<file path="config.mk">
export PLATFORM = sky130hd
export DESIGN_NAME = mobo_bus_ctrl
export DESIGN_NICKNAME = d
export VERILOG_FILES = /design/src/rtl/mobo_bus_ctrl_pkg.sv /design/src/rtl/mobo_timeout_cnt.sv /design/src/rtl/mobo_bus_ctrl.sv
export SDC_FILE = /design/constraint.sdc
export NUM_CORES = 1
export LEC_CHECK = 0
export ABC_AREA = 1
export CAP_MARGIN = 20
export CORE_MARGIN = 2
export CORE_UTILIZATION = 36
export CTS_CLUSTER_SIZE = 10
export DETAILED_ROUTE_END_ITERATION = 10
export PLACE_DENSITY_LB_ADDON = 0.1
export SYNTH_ARGS = -nofsm -noshare
export SYNTH_HDL_FRONTEND = slang
export SYNTH_SLANG_ARGS = --single-unit
</file>
<file path="constraint.sdc">
create_clock -name clk -period 1.2 [get_ports clk]
set_input_delay 0.24 -clock clk [delete_from_list [all_inputs] [get_ports clk]]
set_output_delay 0.24 -clock clk [all_outputs]
set_load 0.05 [all_outputs]
</file>
<file path="src/rtl/mobo_bus_ctrl_pkg.sv">
// Shared constants for the motherboard bus: command/status bit
// positions and the bus controller FSM state encoding.
package mobo_bus_ctrl_pkg;

    localparam int CTRL_START = 0;
    localparam int CTRL_WE    = 1;

    localparam int STAT_BUSY  = 0;
    localparam int STAT_DONE  = 1;
    localparam int STAT_ERR   = 2;

    typedef enum logic [1:0] {
        ST_IDLE = 2'd0,
        ST_REQ  = 2'd1,
        ST_DONE = 2'd2,
        ST_ERR  = 2'd3
    } state_t;

endpackage

</file>
<file path="src/rtl/mobo_timeout_cnt.sv">
// Request-cycle counter; expire flags the cycle that is the
// limit-th consecutive enabled cycle since the last clear.
module mobo_timeout_cnt #(
    parameter int limit = 255
) (
    input  logic clk,
    input  logic rst,
    input  logic clear,
    input  logic enable,
    output logic expire
);

    localparam int W = (limit < 1) ? 1 : $clog2(limit + 1);

    logic [W-1:0] cnt;

    // count enabled cycles, restart on clear
    always_ff @(posedge clk) begin
        if (rst || clear) begin
            cnt <= '0;
        end else if (enable) begin
            cnt <= cnt + 1'b1;
        end
    end

    assign expire = enable && (cnt == W'(limit - 1));

endmodule

</file>
<file path="src/rtl/mobo_bus_ctrl.sv">
// Motherboard bus controller: one req/ack memory transaction per START.
// Optional request timeout compiled in with MOBO_BUS_TIMEOUT_EN.
module mobo_bus_ctrl
    import mobo_bus_ctrl_pkg::*;
#(
    parameter int word_width     = 32,
    parameter int addr_width     = 16,
    parameter int timeout_cycles = 255
) (
    input  logic                  clk,
    input  logic                  rst,
    input  logic [word_width-1:0] mobo_ctrl,
    input  logic [addr_width-1:0] mobo_addr,
    input  logic [word_width-1:0] mobo_wdata,
    output logic [word_width-1:0] mobo_stat,
    output logic [word_width-1:0] mobo_rdata,
    output logic                  mem_req,
    output logic                  mem_we,
    output logic [addr_width-1:0] mem_addr,
    output logic [word_width-1:0] mem_wdata,
    input  logic [word_width-1:0] mem_rdata,
    input  logic                  mem_ack
);

    state_t state;
    logic   busy;
    logic   done;
    logic   err;
    logic   start;
    logic   accept;
    logic   expire;
    logic   unused;

    assign start  = mobo_ctrl[CTRL_START];
    assign accept = (state == ST_IDLE) && start;
    assign unused = ^mobo_ctrl[word_width-1:2];

`ifdef MOBO_BUS_TIMEOUT_EN
    mobo_timeout_cnt #(
        .limit (timeout_cycles)
    ) u_timeout (
        .clk    (clk),
        .rst    (rst),
        .clear  (accept),
        .enable (state == ST_REQ),
        .expire (expire)
    );
`else
    assign expire = 1'b0;
`endif

    // pack status flags into the status word
    always_comb begin
        mobo_stat            = '0;
        mobo_stat[STAT_BUSY] = busy;
        mobo_stat[STAT_DONE] = done;
        mobo_stat[STAT_ERR]  = err;
    end

    // transaction FSM with registered bus and status outputs
    always_ff @(posedge clk) begin
        if (rst) begin
            state      <= ST_IDLE;
            mem_req    <= 1'b0;
            mem_we     <= 1'b0;
            mem_addr   <= '0;
            mem_wdata  <= '0;
            mobo_rdata <= '0;
            busy       <= 1'b0;
            done       <= 1'b0;
            err        <= 1'b0;
        end else begin
            unique case (state)
                ST_IDLE: begin
                    done <= 1'b0;
                    if (accept) begin
                        mem_we    <= mobo_ctrl[CTRL_WE];
                        mem_addr  <= mobo_addr;
                        mem_wdata <= mobo_wdata;
                        err       <= 1'b0;
                        mem_req   <= 1'b1;
                        busy      <= 1'b1;
                        state     <= ST_REQ;
                    end
                end
                ST_REQ: begin
                    if (mem_ack) begin
                        if (!mem_we) begin
                            mobo_rdata <= mem_rdata;
                        end
                        mem_req <= 1'b0;
                        mem_we  <= 1'b0;
                        busy    <= 1'b0;
                        done    <= 1'b1;
                        state   <= ST_DONE;
                    end else if (expire) begin
                        mem_req <= 1'b0;
                        mem_we  <= 1'b0;
                        busy    <= 1'b0;
                        done    <= 1'b1;
                        err     <= 1'b1;
                        state   <= ST_ERR;
                    end
                end
                ST_DONE, ST_ERR: begin
                    done  <= 1'b0;
                    state <= ST_IDLE;
                end
            endcase
        end
    end

endmodule

</file>
==> results of run 1 <==
## routing by layer
layer | wire length (µm) | up-vias | GRT usage
met5 | 0 | - | 0
met4 | 51 | 0 | 0.0431
met3 | 877 | 4 | 0.0766
met2 | 4760 | 123 | 0.312
met1 | 3680 | 1500 | 0.192
li1 | - | 1731 | -
## report_power, final
part           switching, mW  internal, mW
sequential             0.241          3.05
clock                  0.978          1.22
combinational           1.57          1.35
total                   2.78          5.62
## worst max path at each step
stage / startpoint / endpoint / slack (ns) / cells after the start
after floorplan: busy / mobo_stat[0] / 0.05 / 1
after global placement: mem_ack / mobo_rdata[25] / -0.22 / 7
after detailed placement: mem_ack / mobo_rdata[24] / -0.27 / 7
after CTS: state[1] / mem_wdata[23] / 0.009 / 6
after global routing: state[0] / mem_wdata[23] / -0.04 / 6
final: busy / mobo_stat[0] / 0.06 / 1
## repair_timing
item	in CTS	in global routing
pin swaps	0	0
endpoints found under the setup margin	2	41
resized for setup	1	10
endpoints found under the hold margin	0	0
hold buffers	0	0
## cells by family after synthesis
| kind of cell | after synthesis | share of synthesized area |
|---|---|---|
| compound gates | 50 | 0.0727 |
| buf+inv | 98 | 0.155 |
| flops | 85 | 0.492 |
| other cells | 1 | 0.00108 |
| simple gates | 242 | 0.279 |
## flip-flops by register name (all words and copies together), names as in the netlist
register / flops
done: 1
state: 2
mem_we: 1
mem_addr: 16
busy: 1
mem_wdata: 32
mobo_rdata: 32
## cell type report
class | count | share of cell area
repair buffers | 188 | 0.437
flip-flops and latches | 85 | 0.270
multi-input cells | 322 | 0.210
well taps | 129 | 0.0255
inverters | 39 | 0.0234
clock buffers | 11 | 0.0224
clock inverters | 4 | 0.0115
## Yosys cell counts, drive strengths merged
library cell,instances
o21ai,48
conb,1
clkbuf,10
o22ai,1
nand3,34
inv,38
buf,49
a21oi,1
nor2b,1
clkinv,1
dfxtp,85
nor2,167
nand2,40
## stage by stage
| step | total power [mW] | hold WS [ns] | setup slack, ns |
|---|---|---|---|
| after floorplan | 4.85 | 0.309 | 0.0467 |
| after global placement | 6.26 | 0.507 | -0.225 |
| after detailed placement | 6.30 | 0.512 | -0.274 |
| after CTS | 8.51 | 0.498 | 0.00929 |
| after global routing | 8.80 | 0.522 | -0.0366 |
| final | 8.41 | 0.503 | 0.0630 |
## placed cells by master (no fill, tap or decap), drive strengths merged
master | netlist | layout
nand3 | 34 | 34
bufinv | 0 | 2
clkinvlp | 0 | 1
clkinv | 1 | 2
buf | 49 | 104
conb | 1 | 30
inv | 38 | 38
clkdlybuf4s50 | 0 | 84
nor2b | 1 | 1
o22ai | 1 | 1
a21oi | 1 | 1
o21ai | 48 | 48
clkbuf | 10 | 11
nor2 | 167 | 167
dfxtp | 85 | 85
nand2 | 40 | 40
==> flow_summary.toml, run 1 <==
[outcome]
run_status = "completed"

[final_layout]
seqCellArea_um2 = 1710
finish.instance_area_um2 = 6320
fillers = 783
insertedDiodeCount = 0
multi_input_area_um2 = 1330
drive_above_1_share = 0.199
final_util = 0.681
final_cells = 778
syn2layout_area_growth_pct = 82.8
final_nets = 760

[timing]
setup_viol = 0
final_hold_viol_count = 0
skew_ns = 0.00739
rsz0062_at_grt = "yes"
fmax_ghz = 0.880
slew_viol_final = 0
fin_crit_sh = 0.948
tns_ns = 0
fin_crit_ns = 1.14

[setup_path]
path_class = "reg2out"
crit_slowest_cell = "dfxtp_2"
crit_buf_inv = 1
cp_cell_sequence = "buf_12"
arrival_ns = 0.90
ff2ff_path_depth = 6
r2r_slack_ns = 0.07
critPathTopFamily = "flip-flops"
endpoint_kind = "primary output"
path_max_fanout = 3
slowest_delay_ns = 0.41
reg2reg_to = "mem_wdata[23]"
worstPathRequired_ns = 0.96
r2r-start = "state[1]"
worst_setup_path_start_kind = "flop"

[clock_tree]
cts_tree = "done"
cts_max_level = 3
clockRootBuffer = "clkbuf_8"
post_cts_buffers = 0
cts_buffers = 9
clk_pin_slew_ns = 0.08
clockBufferDepth = 2
cts.sink_count = 85
clock_latency_ns = 0.34

[place]
dp_cells = 763
place_area_um2 = 6100
place.port_buffers = 168
dp.final_hpwl_um = 7160
gp_congestion = 0.736

[synthesis]
yosys_register_bits = 85
ys_warn_count = 0
synthDistinctLibCells = 20
netlist_area_um2 = 3460
netlist.area_leader.share = 0.492
yosysTopAreaCell = "dfxtp_1"
syn_inst = 476
postSynthAreaPerCell_um2 = 7.26
ys_top_cells_by_area = "dfxtp_1, nor2_1, o21ai_0, buf_4, nand3_1"
yosysSeqAreaShare = 0.492

[routing]
wl_per_cell_um = 12.0
drt_iter0_markers = 50
drt-vias-per-instance = 4.32
vias = 3358
drcViolationCount = 0
drtPass1Iterations = 6
finalWirelength_um = 9370
ant_nets = 0

[floorplanning]
coreArea_um2 = 9280
initial_core_util = 0.372
ios = 229
rows = 35
fp.dieH_um = 102
die_w_um = 102
fp.dieArea_um2 = 10400

[global_routing]
antenna_found_initial = 0
track_usage = 0.175
grt_max_degree = 35
grt-ovfl-total = 0
grt_pass1_vias = 3098
grt_pass1_wl_um = 14500

[pwr]
ir_worst_vdd_mv = 0.692
power_density_nw_per_um2 = 1330
power.leakage_nw = 2.78

[min_path]
min_from = "mobo_addr[8]"
timing.hold.worst.class = "in2reg"
whs_endpoint = "mem_addr[8]"
min_path_cells = 3

[job]
maxCapViolCount = 0
No activity file was read; power rests on OpenSTA's default activity.
==> run 2: changes to the inputs <==
--- a/config.mk
+++ b/config.mk
@@ -8,10 +8,11 @@
 export ABC_AREA = 1
 export CAP_MARGIN = 20
 export CORE_MARGIN = 2
-export CORE_UTILIZATION = 36
+export CORE_UTILIZATION = 32
 export CTS_CLUSTER_SIZE = 10
 export DETAILED_ROUTE_END_ITERATION = 10
 export PLACE_DENSITY_LB_ADDON = 0.1
+export SLEW_MARGIN = 10
 export SYNTH_ARGS = -nofsm -noshare
 export SYNTH_HDL_FRONTEND = slang
 export SYNTH_SLANG_ARGS = --single-unit
==> constraint.sdc (replaced) <==
create_clock -name clk -period 1.04 [get_ports clk]
set_input_delay 0.208 -clock clk [delete_from_list [all_inputs] [get_ports clk]]
set_output_delay 0.208 -clock clk [all_outputs]
set_load 0.05 [all_outputs]
==> run 2 against run 1 <==
  * The flow now finishes with violations (setup timing)
  * Final area rose by 12%
  * Combinational power rose by 31%
  * Power rose by 27%
  * Worst setup slack got worse by 0.19 ns
  * Register-to-register slack got worse by 0.20 ns
  * Cell count rose by 3.3%
  * Clock-buffer cell count fell by 1
  * Clock skew rose by 0.0027 ns
  * First-iteration DRC count rose by 100%
  * Die area rose by 12%
  * Critical path type is now reg2reg
  * Critical endpoint is now mem_wdata[13]
==> flow_summary.toml, run 2 (same netlist as run 1, synthesis figures left out) <==
[outcome]
run_status = "finished with violations"
violations = "setup timing"

[final_layout]
syn2layout_area_growth_pct = 104
reg_top3 = "mem_wdata (32), mobo_rdata (32), mem_addr (16)"
finish.instance_area_um2 = 7060
final_nets = 778
insertedDiodeCount = 0
mostFrequentLayoutCells = "nor2_1, buf_12, clkdlybuf4s50_1, dfxtp_2"
final_common_cell = "nor2_1"
drive_above_1_share = 0.424

[timing]
fin_crit_ns = 1.17
fin_ws_ns = -0.131
skew_ns = 0.0101
fmax_ghz = 0.854
fin_crit_sh = 1.13
setup_viol = 166
slew_viol_final = 0
final_hold_viol_count = 0
rsz0062_at_grt = "yes"

[routing]
finalWirelength_um = 10900
wl_per_cell_um = 13.6
vias = 3540
top_layer = "met4"
drt-vias-per-instance = 4.40
ant_nets = 0
drt_iter0_markers = 101
drcViolationCount = 0
wl_met3_um = 1160
wl_met2_um = 5210
drtPass1Iterations = 4
m1WireLength_um = 4340

[setup_path]
reg2reg_to = "mem_wdata[13]"
worst_setup_path_start_kind = "flop"
endpoint_kind = "flop"
ff2ff_path_depth = 5
path_class = "reg2reg"
r2r-start = "state[1]"
arrival_ns = 1.42
path_max_fanout = 11
worstPathRequired_ns = 1.29
r2r_slack_ns = -0.13

[floorplanning]
fp.dieArea_um2 = 11700
fp.dieH_um = 108
initial_core_util = 0.332
rows = 37
coreArea_um2 = 10400
ios = 229
die_w_um = 108

[clock_tree]
clk_pin_slew_ns = 0.09
cts.sink_count = 85
cts_hold_buf = 0
cts_max_level = 3
clockRootBuffer = "clkbuf_8"
cts_buffers = 9
cts_tree = "done"
clock_latency_ns = 0.36
clockBufferDepth = 2

[min_path]
min_from = "mobo_wdata[7]"
whs_endpoint = "mem_wdata[7]"
min_path_cells = 3
timing.hold.worst.class = "in2reg"

[global_routing]
antenna_found_initial = 0
grt_max_degree = 33
grt-ovfl-total = 0
grt_pass1_vias = 3173
grt_pass1_wl_um = 15400
track_usage = 0.168

[place]
dp.final_hpwl_um = 7300
place_ws_ns = -0.439
gp_congestion = 0.776
place_area_um2 = 6140
place.port_buffers = 168

[pwr]
power_mw = 10.7
power_density_nw_per_um2 = 1520
ir_worst_vdd_mv = 0.896
power.leakage_nw = 3.04

[job]
maxCapViolCount = 0
[run 2: critical path: stages, from the launching register on]
cell	delay (ns)
dfxtp_4	0.37
nor2_4	0.17
nand2_8	0.12
buf_12	0.17
o21ai_1	0.16
nor2_1	0.06
[run 2: worst max-delay path by stage]
stage | from | endpoint | slack [ns]
2_1_floorplan | state[1] | mem_addr[10] | -0.01
3_3_place_gp | mem_ack | mobo_rdata[29] | -0.37
3_5_place_dp | mem_ack | mobo_rdata[25] | -0.44
4_1_cts | state[1] | mobo_rdata[6] | -0.12
5_1_grt | state[1] | mobo_rdata[18] | -0.20
6_report | state[1] | mem_wdata[13] | -0.13
[run 2: layout make-up]
| class | count | area [µm²] |
|---|---|---|
| fillers | 844 | 3360 |
| inverters | 39 | 164 |
| flip-flops and latches | 85 | 1830 |
| repair buffers | 206 | 3050 |
| clock inverters | 6 | 116 |
| clock buffers | 10 | 149 |
| well taps | 136 | 170 |
| multi-input cells | 322 | 1580 |
[run 2: report_power, final]
| group | internal [mW] | switching, mW |
|---|---|---|
| registers | 3.57 | 0.288 |
| clock network | 1.76 | 1.27 |
| logic | 1.81 | 2.01 |
[run 2: what timing repair did]
action                     in CTS  in global routing
gates cloned                    2                  7
gates resized for setup       145                 80
setup endpoints to repair     167                167
pin swaps                       0                 14
buffers inserted                2                  7
[run 2: metal layers]
layer / vias to the layer above / global-route usage
met5: - / 0
met4: 0 / 0.0659
met3: 16 / 0.0826
met2: 141 / 0.257
met1: 1609 / 0.202
li1: 1774 / -
[run 2: per-stage QoR]
step	hold slack [ns]	cells	util	TNS, ns
after floorplan	0.270	505	-	-0.114
after global placement	0.507	771	0.589	-28.88
after detailed placement	0.509	771	0.589	-32.12
after CTS	0.407	791	0.634	-9.57
after global routing	0.437	804	0.678	-17.85
final	0.437	804	0.678	-9.82
==> run 3: changes to the inputs <==
--- a/config.mk
+++ b/config.mk
@@ -9,9 +9,11 @@
 export CAP_MARGIN = 20
 export CORE_MARGIN = 2
 export CORE_UTILIZATION = 32
+export CTS_CLUSTER_DIAMETER = 100
 export CTS_CLUSTER_SIZE = 10
 export DETAILED_ROUTE_END_ITERATION = 10
 export PLACE_DENSITY_LB_ADDON = 0.1
+export REMOVE_ABC_BUFFERS = 1
 export SLEW_MARGIN = 10
 export SYNTH_ARGS = -nofsm -noshare
 export SYNTH_HDL_FRONTEND = slang
==> run 3 against run 2 <==
  * The flow still finishes with violations (setup timing)
  * Non-clock buffer count is the same
  * Largest cell class unchanged
  * Clock-buffer cell count rose by 1
  * Register-to-register slack lost 0.03 ns
  * Highest routed layer unchanged
  * Largest power group unchanged
==> flow_summary.toml, run 3 (same netlist as run 1, synthesis figures left out) <==
[outcome]
run_status = "finished with violations"
violations = "setup timing"

[routing]
top_layer = "met4"
wl_met2_um = 4970
drcViolationCount = 0
ant_nets = 0
wl_per_cell_um = 12.7
m1WireLength_um = 4000
wl_met3_um = 1110
drt_iter0_markers = 114
drtPass1Iterations = 4
vias = 3459
finalWirelength_um = 10200
drt-vias-per-instance = 4.31

[setup_path]
crit_start = "mem_we"
crit_slowest_cell = "dfxtp_2"
arrival_ns = 1.47
cp_cell_sequence = "buf_6 > inv_2 > nand2_2 > nor2_4 > clkbuf_16 > nor2_1 > nor2_1"
ff2ff_path_depth = 7
path_max_fanout = 8
r2r-start = "mem_we"
cpMostUsedCell = "nor2_1"
path_class = "reg2reg"
worstPathRequired_ns = 1.32
endpoint_kind = "flop"
slowest_delay_ns = 0.34
r2r_slack_ns = -0.16
worst_setup_path_start_kind = "flop"
reg2reg_to = "mobo_rdata[12]"

[global_routing]
track_usage = 0.170
grt_pass1_vias = 3274
grt_pass1_wl_um = 15600
antenna_found_initial = 0
grt_max_degree = 34
grt-ovfl-total = 0

[final_layout]
mostFrequentLayoutCells = "nor2_1, buf_12, clkdlybuf4s50_1, dfxtp_2, o21ai_0"
final_common_cell = "nor2_1"
reg_top3 = "mem_wdata (32), mobo_rdata (32), mem_addr (16)"
syn2layout_area_growth_pct = 97.1
drive_above_1_share = 0.384
insertedDiodeCount = 0
fillers = 879
final_util = 0.654
final_cells = 803
final_nets = 778

[clock_tree]
cts.sink_count = 85
clockBufferDepth = 2
cts_buffers = 9
clockRootBuffer = "clkbuf_8"
cts_max_level = 3
clock_latency_ns = 0.34
cts_tree = "done"
clk_pin_slew_ns = 0.08

[floorplanning]
coreArea_um2 = 10400
ios = 229
rows = 37
fp.dieH_um = 108
initial_core_util = 0.332
fp.dieArea_um2 = 11700
die_w_um = 108

[pwr]
ir_worst_vdd_mv = 0.775
power_mw = 10.2
power_density_nw_per_um2 = 1490
power.leakage_nw = 2.98

[place]
gp_congestion = 0.751
place_ws_ns = -0.384
dp.final_hpwl_um = 7000
place.port_buffers = 168
dp_cells = 772

[timing]
fin_crit_ns = 1.20
fmax_ghz = 0.834
final_hold_viol_count = 0
rsz0062_at_grt = "yes"
skew_ns = 0.00783
setup_viol = 144
fin_crit_sh = 1.15
fin_ws_ns = -0.159
slew_viol_final = 0

[job]
maxCapViolCount = 0

[min_path]
whs_endpoint = "mem_wdata[16]"
min_from = "mobo_wdata[16]"
timing.hold.worst.class = "in2reg"
min_path_cells = 3
[run 3: cell types whose count changed in the layout (fill, tap and decap cells not counted), sizes merged]
cell      delta
inv          -1
clkinv       -2
buf          +2
clkinvlp     +1
clkbuf       -1
[run 3: critical path: cells and delay by family (launching register included)]
family | cells | cell delay, ns
AND/OR/NAND/NOR | 4 | 0.42
flip-flops | 1 | 0.34
buffers and inverters | 3 | 0.37
[run 3: where the power goes]
part,internal [mW],switching [mW]
combinational,1.70,1.90
sequential,3.57,0.278
clock,1.59,1.13
[run 3: layer usage]
| metal | vias to the layer above | GRT usage |
|---|---|---|
| li1 | 1773 | - |
| met1 | 1530 | 0.199 |
| met2 | 150 | 0.281 |
| met3 | 6 | 0.0729 |
| met4 | 0 | 0.0559 |
| met5 | - | 0 |
[run 3: worst max path at each step]
stage,to,cells past startpoint
finish,mobo_rdata[12],7
CTS,mobo_rdata[1],7
global placement,mobo_rdata[27],7
detailed placement,mobo_rdata[10],7
floorplan,mem_addr[0],5
global route,mobo_rdata[1],7
[run 3: cell type report]
type                    instances  area, µm²  share of cell area
clock inverters                 4       97.6              0.0143
flip-flops and latches         85       1830               0.269
multi-input cells             322       1450               0.213
repair buffers                206       2980               0.438
clock buffers                  11        131              0.0193
well taps                     136        170              0.0250
inverters                      39        150              0.0220
[run 3: stage by stage]
step / cell area (µm²) / TNS [ns] / hold WS (ns)
6_report: 6810 / -8.66 / 0.457
2_1_floorplan: 3180 / -48.25 / 0.277
3_3_place_gp: 6110 / -26.60 / 0.509
3_5_place_dp: 6110 / -27.39 / 0.514
5_1_grt: 6810 / -19.08 / 0.463
4_1_cts: 6510 / -10.44 / 0.450
[run 3: what timing repair did]
action                                  CTS  global route
hold buffers                              0             0
pin swaps                                 2            29
cloned                                    1             5
endpoints found under the setup margin  168           169
gates resized for setup                  88            58
buffers inserted                          3             7
